### config.mk
export PLATFORM = sky130hd
export DESIGN_NAME = param_updown_counter
export DESIGN_NICKNAME = d
export VERILOG_FILES = /design/src/rtl/counter_pkg.sv /design/src/rtl/counter_next_calc.sv /design/src/rtl/param_updown_counter.sv
export SDC_FILE = /design/constraint.sdc
export NUM_CORES = 1
export LEC_CHECK = 0
export BUFFER_PORTS_ARGS = -buffer_cell sky130_fd_sc_hd__buf_2
export CORE_AREA = 10 10 47 49
export CTS_CLUSTER_DIAMETER = 30
export CTS_CLUSTER_SIZE = 14
export DETAILED_ROUTE_END_ITERATION = 8
export DIE_AREA = 0 0 57 59
export GPL_ROUTABILITY_DRIVEN = 0
export GPL_TIMING_DRIVEN = 0
export PLACE_DENSITY_LB_ADDON = 0.08
export SYNTH_ARGS = -nofsm -noshare
export SYNTH_HDL_FRONTEND = slang
export SYNTH_SLANG_ARGS = --single-unit
### constraint.sdc
create_clock -name clk -period 1.65 [get_ports clk]
set_input_delay 0.0825 -clock clk [delete_from_list [all_inputs] [get_ports clk]]
set_output_delay 0.0825 -clock clk [all_outputs]
set_load 0.01 [all_outputs]
### src/rtl/counter_pkg.sv
// Shared constants and parameter legality check for the modulo-N up/down counter.
package counter_pkg;

  localparam logic DIR_UP    = 1'b1;
  localparam logic DIR_DN    = 1'b0;
  localparam logic MODE_WRAP = 1'b0;
  localparam logic MODE_SAT  = 1'b1;

  function automatic bit params_legal(input int unsigned width,
                                      input int unsigned modulus,
                                      input int unsigned reset_val);
    return (width >= 2) && (width <= 16) &&
           (modulus >= 2) && (modulus <= (32'd1 << width)) &&
           (reset_val < modulus);
  endfunction

endpackage

### src/rtl/counter_next_calc.sv
// Combinational next-count and limit detection for one enabled step.
module counter_next_calc
  import counter_pkg::*;
#(
  parameter int unsigned WIDTH   = 4,
  parameter int unsigned MODULUS = 10
) (
  input  logic [WIDTH-1:0] count,
  input  logic             up_dn,
  input  logic             sat_mode,
  input  logic             en,
  output logic [WIDTH-1:0] next_count,
  output logic             limit_hit
);

  // Compare in WIDTH+1 bits so MODULUS == 2**WIDTH stays representable.
  localparam logic [WIDTH:0]   MAX_EXT = (WIDTH+1)'(MODULUS - 1);
  localparam logic [WIDTH-1:0] MAX_W   = WIDTH'(MODULUS - 1);

  logic [WIDTH:0] cnt_ext;
  logic           at_limit;

  always_comb begin
    cnt_ext    = {1'b0, count};
    at_limit   = (up_dn == DIR_UP) ? (cnt_ext == MAX_EXT) : (cnt_ext == '0);
    limit_hit  = en & at_limit;
    next_count = count;
    if (en) begin
      if (at_limit) begin
        if (sat_mode == MODE_WRAP)
          next_count = (up_dn == DIR_UP) ? '0 : MAX_W;
      end else if (up_dn == DIR_UP) begin
        next_count = WIDTH'(cnt_ext + 1'b1);
      end else begin
        next_count = WIDTH'(cnt_ext - 1'b1);
      end
    end
  end

endmodule

### src/rtl/param_updown_counter.sv
// Parametrised synchronous modulo-N up/down counter with load, saturate mode,
// terminal count, wrap pulse and sticky overflow flag.
module param_updown_counter
  import counter_pkg::*;
#(
  parameter int unsigned WIDTH     = 4,
  parameter int unsigned MODULUS   = 10,
  parameter int unsigned RESET_VAL = 0
) (
  input  logic             clk,
  input  logic             reset,
  input  logic             en,
  input  logic             up_dn,
  input  logic             sat_mode,
  input  logic             load,
  input  logic [WIDTH-1:0] load_val,
  input  logic             clr_ovf,
  output logic [WIDTH-1:0] count_out,
  output logic             tc,
  output logic             wrap_pulse,
  output logic             ovf_sticky
);

  if (!params_legal(WIDTH, MODULUS, RESET_VAL)) begin : g_param_check
    $error("param_updown_counter: illegal WIDTH/MODULUS/RESET_VAL combination");
  end

  localparam logic [WIDTH:0]   MOD_EXT = (WIDTH+1)'(MODULUS);
  localparam logic [WIDTH-1:0] MAX_W   = WIDTH'(MODULUS - 1);
  localparam logic [WIDTH-1:0] RST_W   = WIDTH'(RESET_VAL);

  logic [WIDTH-1:0] count_q, count_d;
  logic             wrap_q, wrap_d;
  logic             ovf_q, ovf_d;
  logic [WIDTH-1:0] step_count;
  logic             limit_hit;
  logic [WIDTH-1:0] load_clamped;

  counter_next_calc #(
    .WIDTH   (WIDTH),
    .MODULUS (MODULUS)
  ) u_next (
    .count      (count_q),
    .up_dn      (up_dn),
    .sat_mode   (sat_mode),
    .en         (en),
    .next_count (step_count),
    .limit_hit  (limit_hit)
  );

  assign load_clamped = ({1'b0, load_val} < MOD_EXT) ? load_val : MAX_W;

  // Sticky flag: a limit event on the same edge as clr_ovf keeps it set.
  always_comb begin
    count_d = count_q;
    wrap_d  = 1'b0;
    ovf_d   = ovf_q & ~clr_ovf;
    if (load) begin
      count_d = load_clamped;
    end else if (en) begin
      count_d = step_count;
      wrap_d  = limit_hit;
      if (limit_hit) ovf_d = 1'b1;
    end
  end

  always_ff @(posedge clk) begin
    if (reset) begin
      count_q <= RST_W;
      wrap_q  <= 1'b0;
      ovf_q   <= 1'b0;
    end else begin
      count_q <= count_d;
      wrap_q  <= wrap_d;
      ovf_q   <= ovf_d;
    end
  end

  assign count_out  = count_q;
  assign wrap_pulse = wrap_q;
  assign ovf_sticky = ovf_q;
  assign tc = (up_dn == DIR_UP) ? (count_q == MAX_W) : (count_q == '0);

endmodule

# Yosys cells after proc, flatten, opt, wreduce, memory -nomap -nowiden

Index checks and enable logic that the tools add are counted.

Add/subtract/negate cells: 2
Multipliers: 0
Divide/modulo/power cells: 0
Order comparisons: 1
Equality and inequality tests: 2
Shifts and indexed selects: 0
Muxes and demuxes: 11
Bitwise operators: 4
Reduce and logical (&&, ||, !) cells: 4

Operators with widths:

| kind                  | number |
|---|---|
| $mux W4               | 7 |
| $add A4 B1 Y4 const B | 1 |
| $eq A4 B4 Y1 const B  | 1 |
| $logic_not A4 Y1      | 1 |
| $lt A4 B4 Y1 const B  | 1 |
| $mux W1               | 4 |
| $sub A4 B1 Y4 const B | 1 |
| $ne A3 B3 Y1 const B  | 1 |
| $reduce_or A3 Y1      | 1 |
| $and A1 B1 Y1         | 2 |
| $not A1 Y1            | 2 |
| $reduce_and A2 Y1     | 1 |
| $reduce_bool A2 Y1    | 1 |

Register bits: 6
Bits in latches: 0
Bits in writable memories: 0
Memory bits (read-only): 0
Input port bits: 11
Output and inout port bits: 7
Logic and storage cells: 27
Memories kept: 0

# Logic depth before layout (Yosys ltp)

Depth in word-level cells: 6
Depth in mapped cells: 7
Depth with buffers taken out: 7

# Cells and area by module

A second synthesis with hierarchy kept.

Cell total of the unflattened synthesis: 62
Area total of the unflattened synthesis: 525.5 sq um

Modules (own cells, without submodules):

| module               | instances | cells an instance | area each (sq um) | seq. area each (sq um) |
|---|---|---|---|---|
| param_updown_counter | 1         | 29                | 286.5             | 120.1 |
| counter_next_calc    | 1         | 33                | 239.0             | 0.0 |

# Least setup slack after synthesis

Ideal clock, no wire load.

Path type: register to register
Start point: register count_q[0], in the netlist count_out[0]
End point: register count_q[1], in the netlist count_out[1]
Library setup time: 0.086 ns
Arrival: 1.538 ns
Path slack: 0.026 ns
Stages on the path, launching flop included: 5
Path buffers: 0
Cells stage by stage: dfxtp_1 -> inv_1 -> fa_1 -> or3_1 -> a221oi_2

Longest elaborated chain between the ends: 5

Ends and longest elaborated chain:

| item                                  | RTL line                                         | source |
|---|---|---|
| start, declared                       | param_updown_counter.sv:32                       | `logic [WIDTH-1:0] count_q, count_d;` |
| start signal, assigned                | param_updown_counter.sv:73                       | `count_q <= count_d;` |
| $sub A4 B1 Y4 (tied with other cells) | counter_next_calc.sv:35                          | `next_count = WIDTH'(cnt_ext - 1'b1);` |
| $mux W4 or $mux W1 (tied branches)    | counter_next_calc.sv:32, counter_next_calc.sv:25 |  |
| $mux W4                               | counter_next_calc.sv:29                          | `if (at_limit) begin` |
| $mux W4                               | param_updown_counter.sv:60                       | `end else if (en) begin` |
| $mux W4                               | param_updown_counter.sv:58                       | `if (load) begin` |

Parallel ways exist; a longest one is shown, timed or not. The select of a mux whose other input is x is not followed.
A chain may end at the register's enable or synchronous reset.

# Worst setup path after layout

Same ends and word-level chain as after synthesis.

==> out/qor.csv <==
metric,value,unit
async set-or-reset flop fraction in the synthesized netlist,0,%
Mapped Nets,64,
nets@finish,85,
"Seq/Total Area, Yosys",28.1,%
Synth Flop Type,dfxtp_1,
routed length per instance,14.2,microns
top post-synthesis cells by area,"dfxtp_1, mux2i_1, ha_1, a21oi_1, fa_1",
CP cell instances,inv_1 > fa_1 > or3_4 > a221oi_2,
Int Power,0.314,mW
CTS tree,built,
DP HPWL,982,microns
Finish-stage setup viols,0,
Power Density,804,nW/um^2
die area,3360,sq um
"delay-heaviest family, CP",adder cells,
DRT Pass-1 Iters,4,
synthesized cell area,428,sq um
CP max FO,5,
clock power share,30.4,%
Initial Util,30.5,%
met2 track demand over resource,12.4,%
register share of total power,37.2,%
io pins,18,
crit path buf inv count,1,
Post-Syn Instances,50,
Fin. Hold Viols,0,
Iteration-0 DRC Markers,8,
highest clock rate,624,MHz
CP peak stage delay,460,ps
Final Cycle Share,97.1,%
Die Wd,57,microns
CTS Buf Count,3,
count of cell types in the netlist,29,
Vias,429,
Tot GR Track Use,7.58,%
met3 global-route usage,3.65,%
CP startpoint kind,flop,
Port Buffers,16,
DR vias/cell,5.05,
Final Util,41.3,%
remaining global-route overflow,0,
kind of critical path,reg2reg,
Net Sw Frac,32.4,%
P_sw,0.150,mW
Post-Route WL,1200,microns
Worst-Margin Slew,389,ps
Core ar.,1400,sq um
Max transition margin,74.1,%
status,finished clean,
# rows,14,
Post-Layout Cell Count,85,
maxcap violations,0,
crit path max-delay cell type,fa_1,
CP Capture Type,flop,
gr busiest metal,met2,
pin count of the biggest net entering global routing,9,
CTS root buf,clkbuf_4,
met1 Use GR,8.25,%
H-tree depth,1,
n_diodes,0,
Final ANT Viol Nets,0,
hold slack final,68.7,ps
Ys Warns,0,
fill count,167,
Crit path required time,1810,ps
Slew Limit Fails,0,
Post-synth EDFFs,0,
synthesized area per cell,8.56,sq um
antenna violations before repair,0,
Lkg Pwr,0.266,nW
Final TNS setup,0,ps
Pwr Total,0.465,mW
worst-skew pair later-pin latency,250,ps
Peak VDD IR,0.402,mV
Synth top area share,28.1,%
Post-synth top cells,"dfxtp_1, inv_1, a21oi_1, nor2_1",
CTS Hold Buffers Added,0,
top-count cell post-synth,dfxtp_1,
first-pass GRT wire length,2080,microns
placed insts,82,
Yosys reg bits,6,
min cycle time layout,1600,ps
"Data arrival, critical path",1760,ps
Comb pwr share,32.4,%
Setup Skew,6.21,ps
vias in the first global route,470,
Hold Crit Class,in2reg,
Area Growth Syn to Fin,35.1,%
die height,59,microns
Num Clock Sinks,6,
cell taking the most area after synthesis,dfxtp_1,
clk slew on worst S/H paths,50,ps
# DRC,0,
layout cells sized above 1,44.9,%
Bufs on Longest Clock Path,2,
[flip-flops by register name (all words and copies together) (netlist names)]
register,flops
ovf_sticky,1
count_out,4
wrap_pulse,1
[metal layers]
metal	share of wire (%)	up-vias	routed length, microns
li1	-	216	-
met1	43	196	520
met2	47	13	571
met3	7.3	4	88
met4	1.9	0	23
met5	0	-	0
[cell families after synthesis]
kind of cell             share of synthesized area [%]
AO/OA/AOI/OAI                                     20.5
buffers and inverters                             5.26
AND/OR/NAND/NOR                                   24.6
adder cells (fa/ha/maj)                           10.5
XOR/XNOR                                          4.09
flip-flops                                        28.1
multiplexers                                      7.02
[power by group through the flow]
stage	Sequential (mW)	Combinational, mW	Clock [mW]
global placement	0.174	0.140	0
CTS	0.171	0.142	0.147
detailed placement	0.173	0.140	0
global route	0.175	0.169	0.152
finish	0.173	0.151	0.141
floorplan	0.175	0.0859	0
[layout make-up]
type | count | area [sq um] | area share [%]
Sequential cell | 6 | 126 | 21.9
Tap cell | 16 | 20.0 | 3.46
Timing Repair Buffer | 16 | 80.1 | 13.9
Clock buffer | 3 | 22.5 | 3.90
Multi-Input combinational cell | 38 | 307 | 53.0
Inverter | 5 | 18.8 | 3.25
Buffer | 1 | 3.75 | 0.649
[placed cells by master, fill, tap and decap left out, drive strengths merged]
cell    instances
buf            16
nand2           3
nand3           1
ha              2
mux2i           3
a221oi          2
and3b           1
dfxtp           6
and3            1
o21ai           1
a21oi           4
o21a            1
xor2            1
or3             1
o32ai           1
a21boi          1
and2            1
or2             1
a31oi           1
o211ai          1
xnor2           1
inv             5
fa              1
nor3b           1
nor3            3
nand2b          1
clkbuf          4
nor2            4
[final timing paths]
kind	slack, ps	start	to	cells after the start
setup / recovery	50	count_out[0]	count_out[1]	4
hold / removal	70	reset	count_out[1]	2
setup reg to reg	50	count_out[0]	count_out[1]	4
hold reg to reg	570	count_out[2]	count_out[2]	2
[metrics by stage]
step,worst slack [ps],area [sq um]
2_1_floorplan,25.5,428
3_3_place_gp,-33.1,528
3_5_place_dp,-7.73,528
4_1_cts,9.85,552
5_1_grt,-0.0333,578
6_report,48.3,578
[repair_timing]
item / CTS / global route
setup endpoints to repair: 1 / 2
setup buffers: 0 / 0
pin swaps: 0 / 1
gates resized for setup: 1 / 6
gates cloned: 0 / 0
(Power assumes the default switching activity.)
